[src/rtl/spi_master_if.sv]
// Pin and handshake bundle for spi_master.
// master: the view seen by spi_master itself.
// slave:  the view seen by the command logic and the SPI pins.
interface spi_master_if;
  localparam int unsigned FRAME_W   = 24;
  localparam int unsigned CMD_W     = 8;
  localparam int unsigned ADDR_W    = 8;
  localparam int unsigned PAYLOAD_W = 8;

  // Command-side handshake
  logic                 i_start;
  logic [CMD_W-1:0]     i_cmd;
  logic [ADDR_W-1:0]    i_addr;
  logic [PAYLOAD_W-1:0] i_payload;
  logic                 o_busy;
  logic                 o_done;
  logic [FRAME_W-1:0]   o_rx_frame;

  // SPI pins
  logic                 sclk;
  logic                 cs;
  logic                 mosi;
  logic                 miso;

  modport master (
    input  i_start, i_cmd, i_addr, i_payload, miso,
    output o_busy, o_done, o_rx_frame, sclk, cs, mosi
  );

  modport slave (
    output i_start, i_cmd, i_addr, i_payload, miso,
    input  o_busy, o_done, o_rx_frame, sclk, cs, mosi
  );
endinterface

[src/rtl/spi_master.sv]
// SPI mode 0 master: one 24-bit frame {cmd, addr, payload} out on MOSI,
// optional 24-bit reply captured from MISO.
// Build option: define SPI_MASTER_RX_EN to include MISO capture; otherwise
// miso is ignored and o_rx_frame is tied to 0 (TX timing is identical).
// Parameter legal ranges: HALF_PERIOD 6..255, CS_SETUP 2..255,
// CS_HOLD 4..255, CS_IDLE 2..255.
module spi_master #(
  parameter int unsigned HALF_PERIOD = 8,
  parameter int unsigned CS_SETUP    = 4,
  parameter int unsigned CS_HOLD     = 8,
  parameter int unsigned CS_IDLE     = 8
) (
  input  logic          sysclk,
  input  logic          rst_n,
  spi_master_if.master  bus
);

  localparam int unsigned FRAME_W = 24;
  localparam int unsigned CNT_W   = 8;
  localparam int unsigned BIT_W   = 5;

  localparam logic CS_ASSERT   = 1'b0;
  localparam logic CS_DEASSERT = 1'b1;

  // Terminal counts: a phase of N cycles ends on the edge where cnt_q == N-1
  localparam logic [CNT_W-1:0] HALF_LAST  = CNT_W'(HALF_PERIOD - 1);
  localparam logic [CNT_W-1:0] SETUP_LAST = CNT_W'(CS_SETUP - 1);
  localparam logic [CNT_W-1:0] HOLD_LAST  = CNT_W'(CS_HOLD - 1);
  localparam logic [CNT_W-1:0] IDLE_LAST  = CNT_W'(CS_IDLE - 1);
  localparam logic [BIT_W-1:0] LAST_FALL  = BIT_W'(FRAME_W - 1);

  typedef enum logic [2:0] {
    S_IDLE,
    S_SETUP,
    S_SHIFT,
    S_HOLD,
    S_GAP
  } state_t;

  state_t               state_q, state_d;
  logic [CNT_W-1:0]     cnt_q, cnt_d;
  logic [BIT_W-1:0]     bit_q, bit_d;
  // Bits still to send; bit 23 goes out on acceptance so only 23 are kept
  logic [FRAME_W-2:0]   tx_q, tx_d;
  logic                 sclk_q, sclk_d;
  logic                 cs_q, cs_d;
  logic                 mosi_q, mosi_d;
  logic                 busy_q, busy_d;
  logic                 done_q, done_d;
`ifdef SPI_MASTER_RX_EN
  // 23 samples come from SCLK rises; the 24th is taken straight into o_rx_frame
  logic [FRAME_W-2:0]   rx_q, rx_d;
  logic [FRAME_W-1:0]   rx_frame_q, rx_frame_d;
`endif

  // Next-state and output logic for the frame sequencer
  always_comb begin
    state_d = state_q;
    cnt_d   = cnt_q;
    bit_d   = bit_q;
    tx_d    = tx_q;
    sclk_d  = sclk_q;
    cs_d    = cs_q;
    mosi_d  = mosi_q;
    busy_d  = busy_q;
    done_d  = 1'b0;
`ifdef SPI_MASTER_RX_EN
    rx_d       = rx_q;
    rx_frame_d = rx_frame_q;
`endif

    case (state_q)
      S_IDLE: begin
        if (bus.i_start) begin
          tx_d    = {bus.i_cmd[6:0], bus.i_addr, bus.i_payload};
          mosi_d  = bus.i_cmd[7];
          cs_d    = CS_ASSERT;
          busy_d  = 1'b1;
          cnt_d   = '0;
          bit_d   = '0;
          state_d = S_SETUP;
        end
      end

      S_SETUP: begin
        if (cnt_q == SETUP_LAST) begin
          sclk_d  = 1'b1;
          cnt_d   = '0;
          state_d = S_SHIFT;
        end else begin
          cnt_d = cnt_q + CNT_W'(1);
        end
      end

      S_SHIFT: begin
        if (cnt_q == HALF_LAST) begin
          cnt_d = '0;
          if (sclk_q) begin
            // Falling edge: launch next MOSI bit; zeros shift in behind the frame
            sclk_d = 1'b0;
            mosi_d = tx_q[FRAME_W-2];
            tx_d   = {tx_q[FRAME_W-3:0], 1'b0};
            bit_d  = bit_q + BIT_W'(1);
            if (bit_q == LAST_FALL) begin
              state_d = S_HOLD;
            end
          end else begin
            // Rising edge: rises 1..23 capture the reply bit launched on the previous fall
            sclk_d = 1'b1;
`ifdef SPI_MASTER_RX_EN
            rx_d   = {rx_q[FRAME_W-3:0], bus.miso};
`endif
          end
        end else begin
          cnt_d = cnt_q + CNT_W'(1);
        end
      end

      S_HOLD: begin
        if (cnt_q == HOLD_LAST) begin
          cs_d    = CS_DEASSERT;
          done_d  = 1'b1;
`ifdef SPI_MASTER_RX_EN
          rx_frame_d = {rx_q, bus.miso};
`endif
          cnt_d   = '0;
          state_d = S_GAP;
        end else begin
          cnt_d = cnt_q + CNT_W'(1);
        end
      end

      S_GAP: begin
        if (cnt_q == IDLE_LAST) begin
          busy_d  = 1'b0;
          cnt_d   = '0;
          state_d = S_IDLE;
        end else begin
          cnt_d = cnt_q + CNT_W'(1);
        end
      end

      default: begin
        state_d = S_IDLE;
      end
    endcase
  end

  // State and output registers
  always_ff @(posedge sysclk or negedge rst_n) begin
    if (!rst_n) begin
      state_q <= S_IDLE;
      cnt_q   <= '0;
      bit_q   <= '0;
      tx_q    <= '0;
      sclk_q  <= 1'b0;
      cs_q    <= CS_DEASSERT;
      mosi_q  <= 1'b0;
      busy_q  <= 1'b0;
      done_q  <= 1'b0;
    end else begin
      state_q <= state_d;
      cnt_q   <= cnt_d;
      bit_q   <= bit_d;
      tx_q    <= tx_d;
      sclk_q  <= sclk_d;
      cs_q    <= cs_d;
      mosi_q  <= mosi_d;
      busy_q  <= busy_d;
      done_q  <= done_d;
    end
  end

`ifdef SPI_MASTER_RX_EN
  // Reply shift register and captured frame
  always_ff @(posedge sysclk or negedge rst_n) begin
    if (!rst_n) begin
      rx_q       <= '0;
      rx_frame_q <= '0;
    end else begin
      rx_q       <= rx_d;
      rx_frame_q <= rx_frame_d;
    end
  end

  assign bus.o_rx_frame = rx_frame_q;
`else
  logic unused_miso_c;
  assign unused_miso_c  = bus.miso;
  assign bus.o_rx_frame = '0;
`endif

  assign bus.sclk   = sclk_q;
  assign bus.cs     = cs_q;
  assign bus.mosi   = mosi_q;
  assign bus.o_busy = busy_q;
  assign bus.o_done = done_q;

endmodule

[src/flat_wrapper.sv]
// flat-port wrapper written by rule: the top's interface ports become plain ports
module spi_master_flat 
#(
  parameter int unsigned HALF_PERIOD = 8,
  parameter int unsigned CS_SETUP    = 4,
  parameter int unsigned CS_HOLD     = 8,
  parameter int unsigned CS_IDLE     = 8
)
  (sysclk, rst_n, bus_i_start, bus_i_cmd, bus_i_addr, bus_i_payload, bus_miso, bus_o_busy, bus_o_done, bus_o_rx_frame, bus_sclk, bus_cs, bus_mosi);
  spi_master_if bus_i ();
  input  logic sysclk;
  input  logic rst_n;
  input wire logic [$bits(bus_i.i_start)-1:0] bus_i_start;
  input wire logic [$bits(bus_i.i_cmd)-1:0] bus_i_cmd;
  input wire logic [$bits(bus_i.i_addr)-1:0] bus_i_addr;
  input wire logic [$bits(bus_i.i_payload)-1:0] bus_i_payload;
  input wire logic [$bits(bus_i.miso)-1:0] bus_miso;
  output wire logic [$bits(bus_i.o_busy)-1:0] bus_o_busy;
  output wire logic [$bits(bus_i.o_done)-1:0] bus_o_done;
  output wire logic [$bits(bus_i.o_rx_frame)-1:0] bus_o_rx_frame;
  output wire logic [$bits(bus_i.sclk)-1:0] bus_sclk;
  output wire logic [$bits(bus_i.cs)-1:0] bus_cs;
  output wire logic [$bits(bus_i.mosi)-1:0] bus_mosi;
  assign bus_i.i_start = bus_i_start;
  assign bus_i.i_cmd = bus_i_cmd;
  assign bus_i.i_addr = bus_i_addr;
  assign bus_i.i_payload = bus_i_payload;
  assign bus_i.miso = bus_miso;
  assign bus_o_busy = bus_i.o_busy;
  assign bus_o_done = bus_i.o_done;
  assign bus_o_rx_frame = bus_i.o_rx_frame;
  assign bus_sclk = bus_i.sclk;
  assign bus_cs = bus_i.cs;
  assign bus_mosi = bus_i.mosi;
  spi_master #(.HALF_PERIOD(HALF_PERIOD), .CS_SETUP(CS_SETUP), .CS_HOLD(CS_HOLD), .CS_IDLE(CS_IDLE)) u_core (.sysclk(sysclk), .rst_n(rst_n), .bus(bus_i));
endmodule
[config.mk]
export PLATFORM = sky130hd
export DESIGN_NAME = spi_master_flat
export DESIGN_NICKNAME = d
export VERILOG_FILES = /design/src/rtl/spi_master_if.sv /design/src/rtl/spi_master.sv /design/src/flat_wrapper.sv
export SDC_FILE = /design/constraint.sdc
export NUM_CORES = 1
export LEC_CHECK = 0
export ABC_AREA = 1
export CORE_MARGIN = 10
export CORE_UTILIZATION = 51
export CTS_CLUSTER_DIAMETER = 30
export DETAILED_ROUTE_END_ITERATION = 6
export PLACE_DENSITY = 0.8
export SYNTH_ARGS = -nofsm -noshare
export SYNTH_HDL_FRONTEND = slang
export SYNTH_SLANG_ARGS = --single-unit
[constraint.sdc]
create_clock -name sysclk -period 1.87 [get_ports sysclk]
set_clock_uncertainty 0.2 [all_clocks]
set_input_delay 0.561 -clock sysclk [delete_from_list [all_inputs] [get_ports sysclk]]
set_output_delay 0.561 -clock sysclk [all_outputs]
set_load 0.02 [all_outputs]
# Yosys cells after proc, flatten, opt, wreduce, memory -nomap -nowiden

Index checks and enable logic that the tools add are counted.

Memories: 0
Memory bits (read-only): 0
Memory bits (writable): 0
Bits in latches: 0
Output and inout port bits: 29
Register bits: 44
Input port bits: 28
Logic and storage cells: 74

Mux-type cells: 36
Shifts and indexed selects: 0
Bitwise operators: 0
Add/sub/neg operators: 2
Div/mod/pow operators: 0
$lt $le $gt $ge: 0
Reductions and logical operators: 13
Eq/ne operators: 14
$mul: 0

Operators with widths:

| cell                | count |
|---|---|
| $mux 23             | 3 |
| $pmux 23 s2         | 1 |
| $mux 8              | 3 |
| $pmux 8 s3          | 1 |
| $mux 3              | 7 |
| $mux 5              | 3 |
| $pmux 3 s5          | 1 |
| $mux 1              | 12 |
| $ne 2x1->1 const B  | 6 |
| $pmux 5 s2          | 1 |
| $reduce_and 3->1    | 3 |
| $add 8x1->8 const B | 1 |
| $eq 8x2->1 const B  | 1 |
| $eq 8x3->1 const B  | 1 |
| $pmux 1 s2          | 4 |
| $reduce_bool 2->1   | 4 |
| $reduce_and 7->1    | 1 |
| $eq 3x2->1 const B  | 2 |
| $add 5x1->5 const B | 1 |
| $eq 5x5->1 const B  | 1 |
| $reduce_and 4->1    | 1 |
| $eq 3x1->1 const B  | 1 |
| $eq 3x3->1 const B  | 1 |
| $logic_not 3->1     | 1 |
| 4 further kinds     | 4 |

# Logic depth before layout (Yosys ltp)

Gate-level depths: netlist of run 1.

Word-level depth: 5
Depth in mapped cells: 9
Gate-level depth less buffers: 9

# Worst setup path before layout of run 1

No wires, ideal clock.

Kind: register -> register
From: register u_core.cnt_q[0]
To: register u_core.tx_q[16]
Required time: 1587 ps
Setup time: 83 ps
Arrival time: 1332 ps
Slack: 255 ps
Stages on the path, launching flop included: 9
Clock period less this slack: 1615 ps
Path buffers: 1
Cell sequence: dfrtp_1 -> ha_1 -> nand3_1 -> nor2_4 -> nand2_4 -> nand2_8 -> buf_12 -> o211ai_2 -> o21ai_0

Longest elaborated chain between the ends: 3

RTL lines:

| element                           | line              | source |
|---|---|---|
| start, declared                   | spi_master.sv:41  | `logic [CNT_W-1:0] cnt_q, cnt_d;` |
| start signal, assigned            | spi_master.sv:163 | `cnt_q <= cnt_d;` |
| $eq 8x3->1                        | spi_master.sv:96  | `if (cnt_q == HALF_LAST) begin` |
| $ne 2x1->1 (no source line)       | n/a               |  |
| $reduce_and 4->1 (no source line) | n/a               |  |
| end signal, assigned              | spi_master.sv:165 | `tx_q <= tx_d;` |
| end, declared                     | spi_master.sv:44  | `logic [FRAME_W-2:0] tx_q, tx_d;` |

No other way between the ends.
A chain may end at the register's enable or synchronous reset.

# Worst setup path after layout of run 1

From: register u_core.sclk_q, in the netlist u_core.bus.sclk
To: output port bus_sclk

RTL lines:

| element                | line               | source |
|---|---|---|
| start, declared        | spi_master.sv:45   | `logic sclk_q, sclk_d;` |
| start signal, assigned | spi_master.sv:166  | `sclk_q <= sclk_d;` |
| end, declared          | flat_wrapper.sv:21 | `output wire logic [$bits(bus_i.sclk)-1:0] bus_sclk;` |

No word-level cell between the ends.

==> key figures, run 1 <==
Outcome
  • Status: finished clean

CTS
  • Longest Clk Path Bufs: 2
  • Root Driver: clkbuf_8
  • Clock sinks: 44
  • # H-tree levels: 2
  • CTS tree: done
  • TritonCTS buffer count: 5
  • Clk slew on worst S/H paths: 90 ps
  • Clk_lat worst skew: 300 ps

Logic synthesis
  • Register area share after synthesis: 0.408
  • Post-synth top flop: dfrtp_1
  • Synth cell types: 32
  • Post-synthesis instance area: 2700 um2
  • Yosys warning total: 0
  • Syn Area/Cell: 8.81 um2
  • Seq cells post-synth: 44
  • Syn Inst Count: 307
  • Ys async rst share: 1.00
  • Post-synth EDFFs: 0

Drt
  • Final wirelength: 5550 um
  • ANT nets after route: 0
  • DR pass1 iterations: 4
  • Vias: 2048
  • Residual DRC count: 0
  • Vias per cell: 4.84
  • Routed wire per std cell: 13.1 um
  • DR iter-0 viols: 122

Die
  • Die width: 92.8 um
  • Ports: 57
  • Starting Density: 0.526
  • Core area: 5140 um2
  • Die height: 92.8 um
  • Die area: 8610 um2
  • Rows: 26

Setup path
  • FF-to-FF Start: u_core.cnt_q[1]
  • Worst path required time: 1110 ps
  • Slowest stage delay, CP: 410 ps
  • Reg2Reg Depth: 8
  • Critical-path top delay cell: dfrtp_1
  • Critical path capture point type: output port
  • R2r endpoint: u_core.tx_q[8]
  • Bufs and invs on worst path: 1
  • Worst Path Max Fanout: 4
  • Critical-path cell list: clkdlybuf4s15_1
  • Critical path's top delay family: flip-flops
  • CP startpoint kind: flip-flop
  • Crit path kind: reg2out
  • Reg2Reg Setup Slack: 110 ps
  • Crit path DAT: 1030 ps

Hold path
  • WHS Path Cells: 2
  • Hold Path Origin: u_core.bus.cs
  • Worst hold path type: reg2reg
  • Hold worst-path end: u_core.bus.cs

STA
  • Final worst setup slack: 74.1 ps
  • Pins over their slew limit: 0
  • Tmin final: 1800 ps
  • Setup TNS: 0 ps
  • Period utilization: 0.960
  • Peak Freq: 0.557 GHz
  • Final Hold Viols: 0
  • Final setup fails: 0
  • Unrepaired setup endpoints after global routing: no

Cells and area
  • Fill count: 424
  • Commonest non-fill, non-tap cell in the layout: nand2_1
  • Share of cells above drive strength 1: 0.212
  • Commonest non-fill, non-tap cells in the layout: 62 x nand2_1, 43 x dfrtp_1, 39 x inv_1
  • Diodes inserted: 0
  • Area Overhead vs Synth: 18.2%
  • Nets: 382

GRT
  • Met1 Use GR: 0.155
  • Total GRT Usage: 0.133
  • Grt ovf: 0
  • First-pass GRT wire length: 9480 um
  • M2 GR Usage: 0.231
  • Initial antenna violation count: 0
  • Gr busiest metal: met2
  • Vias in the first global route: 2077
  • GRT met3 Usage: 0.0404
  • Largest net degree at the start of global routing: 25

Pwr
  • Leakage: 1.54 nW
  • Max VDD drop: 0.000625 V
  • P per Cell Area: 1380 nW/um2

Placement
  • Port bufs: 31
  • GPL Wtd Cong: 0.855
  • Dpl hpwl: 4180 um
  • Pre-CTS setup slack: -140 ps

Job
  • MaxCap Viol Count: 0
## flip-flops by register name, indices dropped and copies added, names as in the netlist
register / count
u_core.tx_q: 23
u_core.cnt_q: 8
u_core.bit_q: 5
u_core.state_q: 3
u_core.bus.cs: 1
u_core.bus.mosi: 1
u_core.bus.o_busy: 1
u_core.bus.o_done: 1
u_core.bus.sclk: 1
## routing by layer
metal	wire length, um	share of wire
met5	0	0
met4	63	0.011
met3	315	0.057
met2	2760	0.50
met1	2410	0.43
## through the flow
| stage | instance area (um2) | hold slack, ps | cells | utilization | power, mW |
|---|---|---|---|---|---|
| 2_1_floorplan | 2790 | 65.4 | 330 | - | 3.13 |
| 6_report | 3200 | 303 | 423 | 0.622 | 4.41 |
| 3_5_place_dp | 3040 | 288 | 410 | 0.592 | 3.64 |
| 5_1_grt | 3200 | 329 | 423 | 0.622 | 4.77 |
| 4_1_cts | 3160 | 309 | 419 | 0.615 | 4.40 |
| 3_3_place_gp | 3040 | 286 | 410 | 0.592 | 3.55 |
## power breakdown
part	internal, mW	leakage (nW)	switching [mW]
combinational	0.824	0.923	1.33
clock	0.403	0.0583	0.360
sequential	1.31	0.557	0.191
total	2.53	1.54	1.88
## cells by family (layout without fill, tap and decap cells)
group                    Yosys count  count (layout)  share of synthesized area
AO/OA/AOI/OAI                     67              67                      0.197
XOR/XNOR                           5               5                     0.0162
adder cells (fa/ha/maj)            2               2                    0.00925
buffers and inverters             79             102                      0.176
flip-flops                        44              44                      0.408
other                              1              24                    0.00139
AND/OR/NAND/NOR                  109             109                      0.193
## layout make-up
cell class              count  area, um2  share of cell area
clock buffers               5       68.8              0.0215
clock inverters             3       47.5              0.0149
inverters                  44        165              0.0517
multi-input cells         207       1220               0.382
flip-flops and latches     44       1100               0.345
well taps                  70       87.6              0.0274
repair buffers             50        504               0.158
## synth_stat cells (all sizes together), types with 2 or more instances
cell type / number / share of area
nand2: 66 / 0.10
nand3: 19 / 0.037
nor2: 20 / 0.041
buf: 35 / 0.11
inv: 44 / 0.061
o21ai: 36 / 0.074
o21bai: 2 / 0.0056
xor2: 5 / 0.016
dfrtp: 43 / 0.40
ha: 2 / 0.0093
nand4: 2 / 0.0046
a21oi: 3 / 0.0069
o211ai: 25 / 0.11
## repair_timing
| item | in CTS | in global routing |
|---|---|---|
| endpoints found under the setup margin | 5 | 30 |
| hold buffers | 1 | 0 |
| pin swaps | 0 | 1 |
| buffers inserted | 0 | 4 |
| resized for setup | 7 | 6 |
| hold endpoints to repair | 13 | 0 |
## worst register-to-register path: cells and delay by family, from the launching register on
family / cells / cell delay, ps
buffers and inverters: 1 / 160
DFF: 1 / 390
and+or+nand+nor: 4 / 510
adders and majority gates: 1 / 230
AOI/OAI and AO/OA: 2 / 180
## worst max path at each step
stage / startpoint / endpoint / slack (ps) / cells after the start
2_1_floorplan: u_core.cnt_q[0] / u_core.tx_q[16] / 250 / 8
3_3_place_gp: bus_i_start / u_core.tx_q[16] / -90 / 6
3_5_place_dp: bus_i_start / u_core.tx_q[19] / -140 / 6
4_1_cts: u_core.bus.cs / bus_cs / 7 / 1
5_1_grt: u_core.bus.sclk / bus_sclk / 10 / 1
6_report: u_core.bus.sclk / bus_sclk / 70 / 1
Note: power is estimated with default switching activity, not from simulation.
==> inputs of run 2 (changes only) <==
--- a/config.mk
+++ b/config.mk
@@ -7,10 +7,11 @@
 export LEC_CHECK = 0
 export ABC_AREA = 1
 export CORE_MARGIN = 10
-export CORE_UTILIZATION = 51
+export CORE_UTILIZATION = 50
 export CTS_CLUSTER_DIAMETER = 30
 export DETAILED_ROUTE_END_ITERATION = 6
-export PLACE_DENSITY = 0.8
+export PLACE_DENSITY = 0.79
+export SKIP_CTS_REPAIR_TIMING = 1
 export SYNTH_ARGS = -nofsm -noshare
 export SYNTH_HDL_FRONTEND = slang
 export SYNTH_SLANG_ARGS = --single-unit
==> constraint.sdc (replaced) <==
create_clock -name sysclk -period 1.87 [get_ports sysclk]
set_clock_uncertainty 0.2 [all_clocks]
set_input_delay 0.187 -clock sysclk [delete_from_list [all_inputs] [get_ports sysclk]]
set_output_delay 0.187 -clock sysclk [all_outputs]
set_load 0.02 [all_outputs]
==> key figures, run 2 (same netlist as run 1, synthesis figures left out) <==
Outcome
  • Status: finished clean

Setup path
  • Crit path kind: reg2out
  • FF-to-FF Start: u_core.cnt_q[0]
  • Critical path's top delay family: buffers and inverters
  • CP startpoint kind: flip-flop
  • Bufs and invs on worst path: 1
  • Critical-path top delay cell: clkdlybuf4s50_1
  • R2r endpoint: u_core.state_q[0]
  • Critical-path cell list: clkdlybuf4s50_1
  • Reg2Reg Depth: 8
  • Crit path DAT: 1350 ps
  • Critical path capture point type: output port
  • Worst path depth: 1
  • Reg2Reg Setup Slack: 130 ps
  • Worst Path Max Fanout: 4
  • Slowest stage delay, CP: 640 ps
  • Worst path required time: 1480 ps

Placement
  • Dpl hpwl: 3890 um
  • GPL Wtd Cong: 0.776
  • Pre-CTS setup slack: 23.0 ps
  • Port bufs: 31

Drt
  • DR iter-0 viols: 107
  • ANT nets after route: 0
  • Residual DRC count: 0
  • Routed wire per std cell: 12.5 um
  • Final wirelength: 5210 um
  • Vias per cell: 4.85
  • Vias: 2024
  • DR pass1 iterations: 4

STA
  • Slew HR: 0.656
  • Tmin final: 1740 ps
  • Final setup fails: 0
  • Peak Freq: 0.574 GHz
  • Period utilization: 0.931
  • Slew @ Worst Pin: 515 ps
  • Pins over their slew limit: 0
  • Final worst setup slack: 129 ps
  • Unrepaired setup endpoints after global routing: no
  • Final Hold Viols: 0
  • Setup TNS: 0 ps

Die
  • Die area: 8750 um2
  • Die height: 93.5 um
  • Starting Density: 0.523
  • Core area: 5170 um2
  • Rows: 26
  • Ports: 57
  • Die width: 93.5 um

CTS
  • Clock sinks: 44
  • Longest Clk Path Bufs: 2
  • CTS tree: done
  • Clk_lat worst skew: 300 ps
  • TritonCTS buffer count: 5
  • # H-tree levels: 2
  • Root Driver: clkbuf_8
  • Clk slew on worst S/H paths: 80 ps

Cells and area
  • Nets: 376
  • Area Overhead vs Synth: 15.8%
  • Diodes inserted: 0
  • Share of cells above drive strength 1: 0.193
  • Fill count: 444
  • Regs by FF count: u_core.tx_q: 23 flops, u_core.cnt_q: 8 flops, u_core.bit_q: 5 flops
  • Commonest non-fill, non-tap cells in the layout: 62 x nand2_1, 43 x dfrtp_1, 39 x inv_1
  • Largest Register: u_core.tx_q
  • Commonest non-fill, non-tap cell in the layout: nand2_1
  • Number of flip-flops in the largest register: 23

Hold path
  • Worst hold path type: in2async

GRT
  • Largest net degree at the start of global routing: 30
  • Initial antenna violation count: 0
  • Grt ovf: 0
  • Vias in the first global route: 2002
  • First-pass GRT wire length: 9050 um
  • Total GRT Usage: 0.123

Pwr
  • Max VDD drop: 0.000821 V
  • P per Cell Area: 1340 nW/um2
  • Leakage: 1.50 nW

Job
  • MaxCap Viol Count: 0
-- run 2: layout make-up --
| type | instances | area (um2) | share of cell area |
|---|---|---|---|
| clock inverter | 1 | 7.51 | 0.00240 |
| timing repair buffer | 44 | 462 | 0.147 |
| tap | 70 | 87.6 | 0.0280 |
| clock buffer | 7 | 86.3 | 0.0276 |
| inverter | 44 | 165 | 0.0528 |
| sequential | 44 | 1100 | 0.352 |
| multi-input combinational | 207 | 1220 | 0.390 |
-- run 2: per-layer routing --
layer	routed length, um	up-vias	GRT usage	share of wire
li1	-	1029	-	-
met1	2340	938	0.152	0.45
met2	2460	49	0.200	0.47
met3	323	8	0.0320	0.062
met4	83	0	0.0481	0.016
met5	0	-	0	0
-- run 2: power breakdown --
| group | total (mW) | internal, mW | switching [mW] |
|---|---|---|---|
| Combinational | 2.07 | 0.779 | 1.29 |
| Clock | 0.623 | 0.300 | 0.323 |
| Sequential | 1.49 | 1.31 | 0.183 |
| Total | 4.18 | 2.39 | 1.80 |
-- run 2: metrics by stage --
stage                     hold WS (ps)  std cells  utilization  power (mW)  cell area (um2)
after floorplan                   -309        330            -        3.13             2790
after global placement           -10.6        407        0.581        3.49             3010
after detailed placement         -4.15        407        0.581        3.55             3010
after CTS                         -333        415        0.599        4.19             3100
after global routing               244        417        0.605        4.55             3130
final                              194        417        0.605        4.18             3130
-- run 2: worst max-delay path by stage --
| stage | startpoint | endpoint |
|---|---|---|
| 2_1_floorplan | u_core.cnt_q[0] | u_core.tx_q[16] |
| 4_1_cts | u_core.bus.cs | bus_cs |
| 5_1_grt | u_core.cnt_q[0] | u_core.state_q[0] |
| 3_3_place_gp | u_core.cnt_q[0] | u_core.bus.sclk |
| 3_5_place_dp | u_core.cnt_q[0] | u_core.bus.sclk |
| 6_report | u_core.bus.sclk | bus_sclk |
